==> src/rtl/time_set_ctrl.sv <==
`timescale 1ns/1ps
`default_nettype none
// ============================================================================
// time_set_ctrl : debounced front-panel controller that edits the clock time
//                 and programs/arms the alarm through a five-state edit FSM
// Revision      : 1.0
// ============================================================================
module time_set_ctrl #(
  parameter int unsigned DEBOUNCE_CYCLES = 4,
  parameter int unsigned TIMEOUT_CYCLES  = 120
) (
  input  logic        clock,
  input  logic        reset_n,
  input  logic [16:0] counter_state,
  input  logic        btn_mode,
  input  logic        btn_up,
  input  logic        btn_down,
  input  logic        btn_alarm,
  output logic        set_flag,
  output logic [16:0] set_time,
  output logic        alarm_flag,
  output logic [16:0] alarm_time,
  output logic [2:0]  edit_field
);

  localparam int unsigned       c_db_w         = $clog2(DEBOUNCE_CYCLES + 1);
  localparam logic [c_db_w-1:0] c_db_max       = c_db_w'(DEBOUNCE_CYCLES - 1);
  localparam logic [31:0]       c_timeout_last = 32'(TIMEOUT_CYCLES - 1);
  localparam logic [16:0]       c_day_last     = 17'd86399;

  typedef enum logic [2:0] {
    ST_RUN     = 3'd0,
    ST_SET_HR  = 3'd1,
    ST_SET_MIN = 3'd2,
    ST_ALM_HR  = 3'd3,
    ST_ALM_MIN = 3'd4
  } state_t;

  logic [3:0] w_btn_raw;
  logic [3:0] w_press;

  assign w_btn_raw = {btn_alarm, btn_down, btn_up, btn_mode};

  // Per button: 2-flop synchronizer, stability counter, registered press pulse.
  for (genvar gi = 0; gi < 4; gi++) begin : g_btn
    logic              sync1_q, sync2_q;
    logic              level_q, level_d;
    logic              press_q, press_d;
    logic [c_db_w-1:0] cnt_q, cnt_d;

    always_comb begin
      level_d = level_q;
      press_d = 1'b0;
      cnt_d   = '0;
      if (sync2_q != level_q) begin
        if (cnt_q == c_db_max) begin
          level_d = sync2_q;
          press_d = sync2_q;
        end else begin
          cnt_d = cnt_q + 1'b1;
        end
      end
    end

    always_ff @(posedge clock or negedge reset_n) begin
      if (!reset_n) begin
        sync1_q <= 1'b0;
        sync2_q <= 1'b0;
        level_q <= 1'b0;
        press_q <= 1'b0;
        cnt_q   <= '0;
      end else begin
        sync1_q <= w_btn_raw[gi];
        sync2_q <= sync1_q;
        level_q <= level_d;
        press_q <= press_d;
        cnt_q   <= cnt_d;
      end
    end

    assign w_press[gi] = press_q;
  end

  logic w_mode_ev, w_alarm_ev, w_updn_ok, w_up_ev, w_down_ev, w_any_ev;

  assign w_mode_ev  = w_press[0];
  assign w_alarm_ev = w_press[3] & ~w_press[0];
  assign w_updn_ok  = ~w_press[0] & ~w_press[3] & (w_press[1] ^ w_press[2]);
  assign w_up_ev    = w_updn_ok & w_press[1];
  assign w_down_ev  = w_updn_ok & w_press[2];
  assign w_any_ev   = |w_press;

  function automatic logic [16:0] hour_step(input logic [16:0] t, input logic up);
    if (up) return (t <= 17'd82799) ? t + 17'd3600 : t - 17'd82800;
    else    return (t >= 17'd3600)  ? t - 17'd3600 : t + 17'd82800;
  endfunction

  function automatic logic [16:0] minute_step(input logic [16:0] t, input logic up);
    logic [16:0] mins;
    mins = (t / 17'd60) % 17'd60;
    // Minute wraps inside the same hour; no carry into the hour field.
    if (up) return (mins < 17'd59) ? t + 17'd60 : t - 17'd3540;
    else    return (mins > 17'd0)  ? t - 17'd60 : t + 17'd3540;
  endfunction

  state_t      state_q, state_d;
  logic [16:0] set_time_q, set_time_d;
  logic [16:0] alarm_time_q, alarm_time_d;
  logic        alarm_en_q, alarm_en_d;
  logic        set_flag_q, set_flag_d;
  logic        alarm_flag_q, alarm_flag_d;
  logic [31:0] idle_q, idle_d;

  always_comb begin
    state_d      = state_q;
    set_time_d   = set_time_q;
    alarm_time_d = alarm_time_q;
    alarm_en_d   = alarm_en_q;
    if (state_q == ST_RUN || w_any_ev) idle_d = '0;
    else                               idle_d = idle_q + 32'd1;

    if (w_mode_ev) begin
      idle_d = '0;
      case (state_q)
        ST_RUN: begin
          state_d    = ST_SET_HR;
          set_time_d = (counter_state > c_day_last) ? 17'd0 : counter_state;
        end
        ST_SET_HR:  state_d = ST_SET_MIN;
        ST_SET_MIN: state_d = ST_ALM_HR;
        ST_ALM_HR:  state_d = ST_ALM_MIN;
        ST_ALM_MIN: begin
          state_d    = ST_RUN;
          alarm_en_d = 1'b1;
        end
        default:    state_d = ST_RUN;
      endcase
    end else if (w_alarm_ev) begin
      if (state_q == ST_RUN) alarm_en_d = ~alarm_en_q;
    end else if (w_up_ev || w_down_ev) begin
      case (state_q)
        ST_SET_HR:  set_time_d   = hour_step(set_time_q, w_up_ev);
        ST_SET_MIN: set_time_d   = minute_step(set_time_q, w_up_ev);
        ST_ALM_HR:  alarm_time_d = hour_step(alarm_time_q, w_up_ev);
        ST_ALM_MIN: alarm_time_d = minute_step(alarm_time_q, w_up_ev);
        default:    ;
      endcase
    end else if (!w_any_ev && state_q != ST_RUN && idle_q >= c_timeout_last) begin
      // alarm_en cannot change during an edit, so it already holds the pre-edit value.
      state_d = ST_RUN;
    end

    set_flag_d   = (state_d == ST_SET_HR) || (state_d == ST_SET_MIN);
    alarm_flag_d = alarm_en_d && !((state_d == ST_ALM_HR) || (state_d == ST_ALM_MIN));
  end

  always_ff @(posedge clock or negedge reset_n) begin
    if (!reset_n) begin
      state_q      <= ST_RUN;
      set_time_q   <= '0;
      alarm_time_q <= '0;
      alarm_en_q   <= 1'b0;
      set_flag_q   <= 1'b0;
      alarm_flag_q <= 1'b0;
      idle_q       <= '0;
    end else begin
      state_q      <= state_d;
      set_time_q   <= set_time_d;
      alarm_time_q <= alarm_time_d;
      alarm_en_q   <= alarm_en_d;
      set_flag_q   <= set_flag_d;
      alarm_flag_q <= alarm_flag_d;
      idle_q       <= idle_d;
    end
  end

  assign set_flag   = set_flag_q;
  assign set_time   = set_time_q;
  assign alarm_flag = alarm_flag_q;
  assign alarm_time = alarm_time_q;
  assign edit_field = state_q;

endmodule
`default_nettype wire

==> config.mk <==
export PLATFORM = sky130hd
export DESIGN_NAME = time_set_ctrl
export DESIGN_NICKNAME = d
export VERILOG_FILES = /design/src/rtl/time_set_ctrl.sv
export SDC_FILE = /design/constraint.sdc
export NUM_CORES = 1
export LEC_CHECK = 0
export BUFFER_PORTS_ARGS = -buffer_cell sky130_fd_sc_hd__buf_2
export CORE_MARGIN = 5
export CORE_UTILIZATION = 60
export CTS_BUF_LIST = sky130_fd_sc_hd__clkbuf_16
export DETAILED_ROUTE_END_ITERATION = 7
export PLACE_DENSITY = 0.78
export SETUP_SLACK_MARGIN = 0.3
export SYNTH_ARGS = -nofsm -noshare
export SYNTH_HDL_FRONTEND = slang
export SYNTH_SLANG_ARGS = --single-unit
==> constraint.sdc <==
create_clock -name clock -period 22.7 [get_ports clock]
set_input_delay 2.27 -clock clock [delete_from_list [all_inputs] [get_ports clock]]
set_output_delay 2.27 -clock clock [all_outputs]
set_load 0.05 [all_outputs]
Yosys cells after proc, flatten, opt, wreduce, memory -nomap -nowiden. Index checks and enable logic that the tools add are counted.

Output and inout port bits: 39. Input bits: 23. Register bits: 100. Word-level logic and storage cells: 157.

$lt $le $gt $ge: 10. Reduce and logical (&&, ||, !) cells: 21. Add/subtract/negate cells: 21. Bitwise operators: 10. Equality and inequality tests: 18. Muxes and demuxes: 46. Divide/modulo/power cells: 4.

Operators with widths (count): $mux 17 (17); $add 17x12->17 const B (4); $pmux 17 s2 (2); $sub 17x12->17 const B (4); $mux 32 (2); $mux 3 (12); $add 17x17->17 const B (2); $add 17x6->17 const B (2); $div 17x6->17 const B (2); $ge 17x12->1 const B (2); $gt 17x1->1 const B (2); $le 17x17->1 const B (2); $lt 17x6->1 const B (2); $mod 17x6->17 const B (2); $sub 17x17->17 const B (2); $sub 17x6->17 const B (2); $add 32x1->32 const B (1); $ge 32x7->1 const B (1); $eq 3x2->1 const B (8); $gt 17x17->1 const B (1); $add 3x1->3 const B (4); $mux 1 (12); $pmux 3 s4 (1); $reduce_and 2->1 (4); other kinds (16) (37).

Logic depth before layout (Yosys ltp).
Depth in word-level cells: 12. Gate-level depth with buffers: 47. Mapped depth without buffers: 43.

Least setup slack after synthesis. OpenSTA, ideal clock, no wires.

Path type: reg2reg. From: register alarm_time_q[5], in the netlist alarm_time[5]. To: register alarm_time_q[16], in the netlist alarm_time[16]. Path slack: 12997 ps. Arrival time: 9570 ps. Clock period less this slack: 9703 ps. Data required time: 22567 ps. Setup time: 133 ps. Cell stages (with the launch flop): 43. Path buffers: 1. Cells stage by stage: dfrtp_1 clkinv_1 ha_1 or4b_4 or4_4 and2_4 nor4_4 o21ai_2 a221o_1 a2111oi_2 o22a_1 a31oi_1 buf_6 nand2_1 o211ai_1 or4_4 a211o_1 a21boi_1 (+7 left out) a31oi_1 o21a_2 ha_1 a21o_1 a21oi_1 o21bai_1 a21oi_1 o21bai_1 a21oi_1 o21bai_1 a21oi_1 o21bai_1 a21oi_1 o21bai_1 a21oi_1 xnor2_1 a21oi_1 xor2_1.

Word-level cells in the longest chain between the ends: 6.

RTL lines: start: declaration (RTL line 108) `logic [16:0] alarm_time_q, alarm_time_d;`; start signal: assignment (RTL line 169) `alarm_time_q <= alarm_time_d;`; $div 17x6->17 (RTL line 100) `mins = (t / 17'd60) % 17'd60;`; $mod 17x6->17 (RTL line 100); $gt 17x1->1 / $lt 17x6->1 (equally long branches) (RTL line 103, 102); $mux 17, on equally long branches (RTL line 103, 102); $mux 17 (RTL line 102) `if (up) return (mins < 17'd59) ? t + 17'd60 : t - 17'd3540;`; $pmux 17 s2 * (RTL line 141) `case (state_q)`.

Mark *: on every way between the ends. The rest lies on a longest branch, timed or not. A chain may end at the register's enable or synchronous reset.

Final worst setup path. Same ends and word-level chain as after synthesis.

==> impl_metrics.sql <==
INSERT INTO impl_metrics (metric_group, metric, value, unit) VALUES
('setup_path', 'worst_path_largest_cell_delay', '890', 'ps'),
('min_path', 'hold-path-cell-count', '0', ''),
('detailed_routing', 'remaining_drc_errors', '0', ''),
('sta', 'setup_violations', '0', ''),
('global_routing', 'gr-total-overflow', '0', ''),
('die', 'design.die.area', '22900', 'um2'),
('setup_path', 'worst-r2r-cell-count', '42', ''),
('cells_and_area', 'drive_above_1_share', '0.110', ''),
('clock_network', 'cts.reportedPaths.clkPinSlew', '80', 'ps'),
('global_routing', 'maximum_number_of_pins_on_one_net_before_global_route_repair', '81', ''),
('clock_network', 'clock_tree.root_cell', 'clkbuf_16', ''),
('global_routing', 'grt_antenna_before_repair', '0', ''),
('setup_path', 'crit_path_slowest_cell', 'a31oi_1', ''),
('clock_network', 'cts_num_sinks', '98', ''),
('setup_path', 'cp.buffers_inverters', '2', ''),
('synth', 'synth_cells', '1563', ''),
('synth', 'asyncSetResetFlopFracSynth', '1.00', ''),
('die', 'die_x', '151', 'um'),
('clock_network', 'cts_tree', 'built', ''),
('synth', 'netlist_area', '12000', 'um2'),
('die', 'num_io_pins', '62', ''),
('sta', 'finalCriticalPeriod', '11520', 'ps'),
('sta', 'maxClockFrequency', '0.0868', 'GHz'),
('die', 'number_of_rows_in_the_core_area', '51', ''),
('clock_network', 'cts.repair_timing.setup_buffer_count', '0', ''),
('setup_path', 'setup.worst_path.end', 'alarm_time[16]$_DFFE_PN0P_', ''),
('detailed_routing', 'met1Wirelength', '15200', 'um'),
('synth', 'synthFlopType', 'dfrtp_1', ''),
('sta', 'whs', '351', 'ps'),
('placement', 'hpwlAfterDp', '24500', 'um'),
('run', 'cap_viol_max_count', '0', ''),
('sta', 'post_route_setup_tns', '0', 'ps'),
('sta', 'finalCritPeriodShare', '0.508', ''),
('detailed_routing', 'wl_met3', '2530', 'um'),
('sta', 'timing_max_transition_violations_final', '0', ''),
('sta', 'tightest_slew', '1150', 'ps'),
('detailed_routing', 'drtIter0Drc', '1196', ''),
('synth', 'ys_types', '111', ''),
('setup_path', 'worstPathMaxFanout', '16', ''),
('run_status', 'run_status', 'finished, final reports clean', ''),
('sta', 'fin_worst_skew', '8.66', 'ps'),
('setup_path', 'reg2reg_to', 'alarm_time[16]$_DFFE_PN0P_', ''),
('clock_network', 'cts_resized', '0', ''),
('detailed_routing', 'ant_nets', '0', ''),
('setup_path', 'timing.critical_path.from', 'alarm_time[5]$_DFFE_PN0P_', ''),
('detailed_routing', 'maxUsedRoutingLayer', 'met4', ''),
('cells_and_area', 'finalNetCount', '1647', ''),
('global_routing', 'grt.total_usage', '0.289', ''),
('setup_path', 'criticalPathCategory', 'register to register', ''),
('die', 'die_height', '151', 'um'),
('detailed_routing', 'met2_wirelength', '15100', 'um'),
('cells_and_area', 'num-fill-cells', '1734', ''),
('synth', 'syn_area_per_cell', '7.66', 'um2'),
('synth', 'yosys_warnings', '0', ''),
('sta', 'relSlewSlack', '0.225', ''),
('detailed_routing', 'drt-pass1-iter-count', '5', ''),
('die', 'initial_core_utilization', '0.611', ''),
('synth', 'synth_edf_count', '0', ''),
('setup_path', 'path_depth', '42', ''),
('setup_path', 'crit_path_end_kind', 'register', ''),
('synth', 'postSynthRegisterBits', '98', ''),
('setup_path', 'worst_path_dominant_cell_family', 'compound AO/OA/AOI/OAI gates', ''),
('die', 'core_region_area', '19600', 'um2'),
('setup_path', 'critPathArrivalTime', '11740', 'ps'),
('placement', 'routabilityCongestion', '0.964', ''),
('clock_network', 'tritoncts.num_buffers', '9', ''),
('setup_path', 'crit_top_cell', 'a21oi_1', ''),
('setup_path', 'r2r_slack', '11180', 'ps'),
('global_routing', 'via_count_of_the_first_global_routing_pass', '11200', ''),
('cells_and_area', 'syn2layout_area_growth', '5.93', '%'),
('min_path', 'hold_path.class', 'register to register', '');
how the worst min path moves through the flow:
stage | from | endpoint | slack [ps]
6_report | g_btn[0].sync1_q$_DFF_PN0_ | g_btn[0].sync2_q$_DFF_PN0_ | 350
5_1_grt | g_btn[2].sync1_q$_DFF_PN0_ | g_btn[2].sync2_q$_DFF_PN0_ | 360
4_1_cts | g_btn[0].sync1_q$_DFF_PN0_ | g_btn[0].sync2_q$_DFF_PN0_ | 350
3_5_place_dp | g_btn[0].sync1_q$_DFF_PN0_ | g_btn[0].sync2_q$_DFF_PN0_ | 340
3_3_place_gp | g_btn[0].sync1_q$_DFF_PN0_ | g_btn[0].sync2_q$_DFF_PN0_ | 330
2_1_floorplan | g_btn[0].sync1_q$_DFF_PN0_ | g_btn[0].sync2_q$_DFF_PN0_ | 330
cells in the mapped netlist (29+ instances only):
| library cell | number | area, um2 |
|---|---|---|
| a21oi_1 | 142 | 711 |
| nor2_1 | 142 | 533 |
| o21ai_0 | 72 | 360 |
| clkbuf_1 | 56 | 210 |
| inv_1 | 47 | 176 |
| nand2_1 | 125 | 469 |
| a31oi_1 | 29 | 181 |
| nand3_1 | 57 | 285 |
| xnor2_1 | 68 | 596 |
| nor3_1 | 58 | 290 |
| xor2_1 | 34 | 298 |
| dfrtp_1 | 98 | 2450 |
| a211oi_1 | 29 | 218 |
| ha_1 | 52 | 651 |
state kept, by name, indices dropped and copies added, names as in the netlist:
signal and cells:
idle_q 32, set_time 17, alarm_time 15, g_btn.cnt_q 12
g_btn.level_q 4, g_btn.press_q 4, g_btn.sync1_q 4, g_btn.sync2_q 4
edit_field 3, alarm_en_q 1, alarm_flag 1, set_flag 1
worst reg2reg max path: cells and delay by family, from the launching register on:
kind | cells | cell delay, ps
and+or+nand+nor | 5 | 2040
buffers and inverters | 2 | 600
adders and majority gates | 3 | 810
DFF | 1 | 770
xor gates and xnor gates | 2 | 320
AOI/OAI and AO/OA | 30 | 6850
stage by stage:
stage,utilization,cells,setup slack (ps),cell area (um2)
2_1_floorplan,-,1564,13000,12000
3_3_place_gp,0.632,1824,11690,12400
3_5_place_dp,0.632,1824,11500,12400
4_1_cts,0.648,1840,11410,12700
5_1_grt,0.648,1840,10560,12700
6_report,0.648,1841,11180,12700
per-layer routing:
| metal | global-route usage | up-vias |
|---|---|---|
| met5 | 0 | - |
| met4 | 0.0743 | 0 |
| met3 | 0.0353 | 45 |
| met2 | 0.464 | 514 |
| met1 | 0.414 | 5772 |
| li1 | - | 5962 |
area by class of cell:
type	count	area, um2	area share
Antenna cell	1	2.50	0.000197
Inverter	53	199	0.0157
Tap cell	265	332	0.0261
Clock inverter	7	81.3	0.00641
Clock buffer	9	225	0.0178
Multi-Input combinational cell	1340	9030	0.712
Sequential cell	98	2450	0.193
Timing Repair Buffer	68	365	0.0288
cell families after synthesis:
group                      count (synthesis)  share of synthesized area
and+or+nand+nor                          592                      0.261
AOI/OAI and AO/OA                        557                      0.330
adders and majority gates                 58                     0.0611
buffers and inverters                    126                     0.0423
DFF                                       98                      0.205
other                                      1                   0.000313
muxes                                     29                     0.0259
xor gates and xnor gates                 102                     0.0746
Power is not shown: default switching activity piles up to over one toggle a cycle in this logic, so the estimate is an artifact.
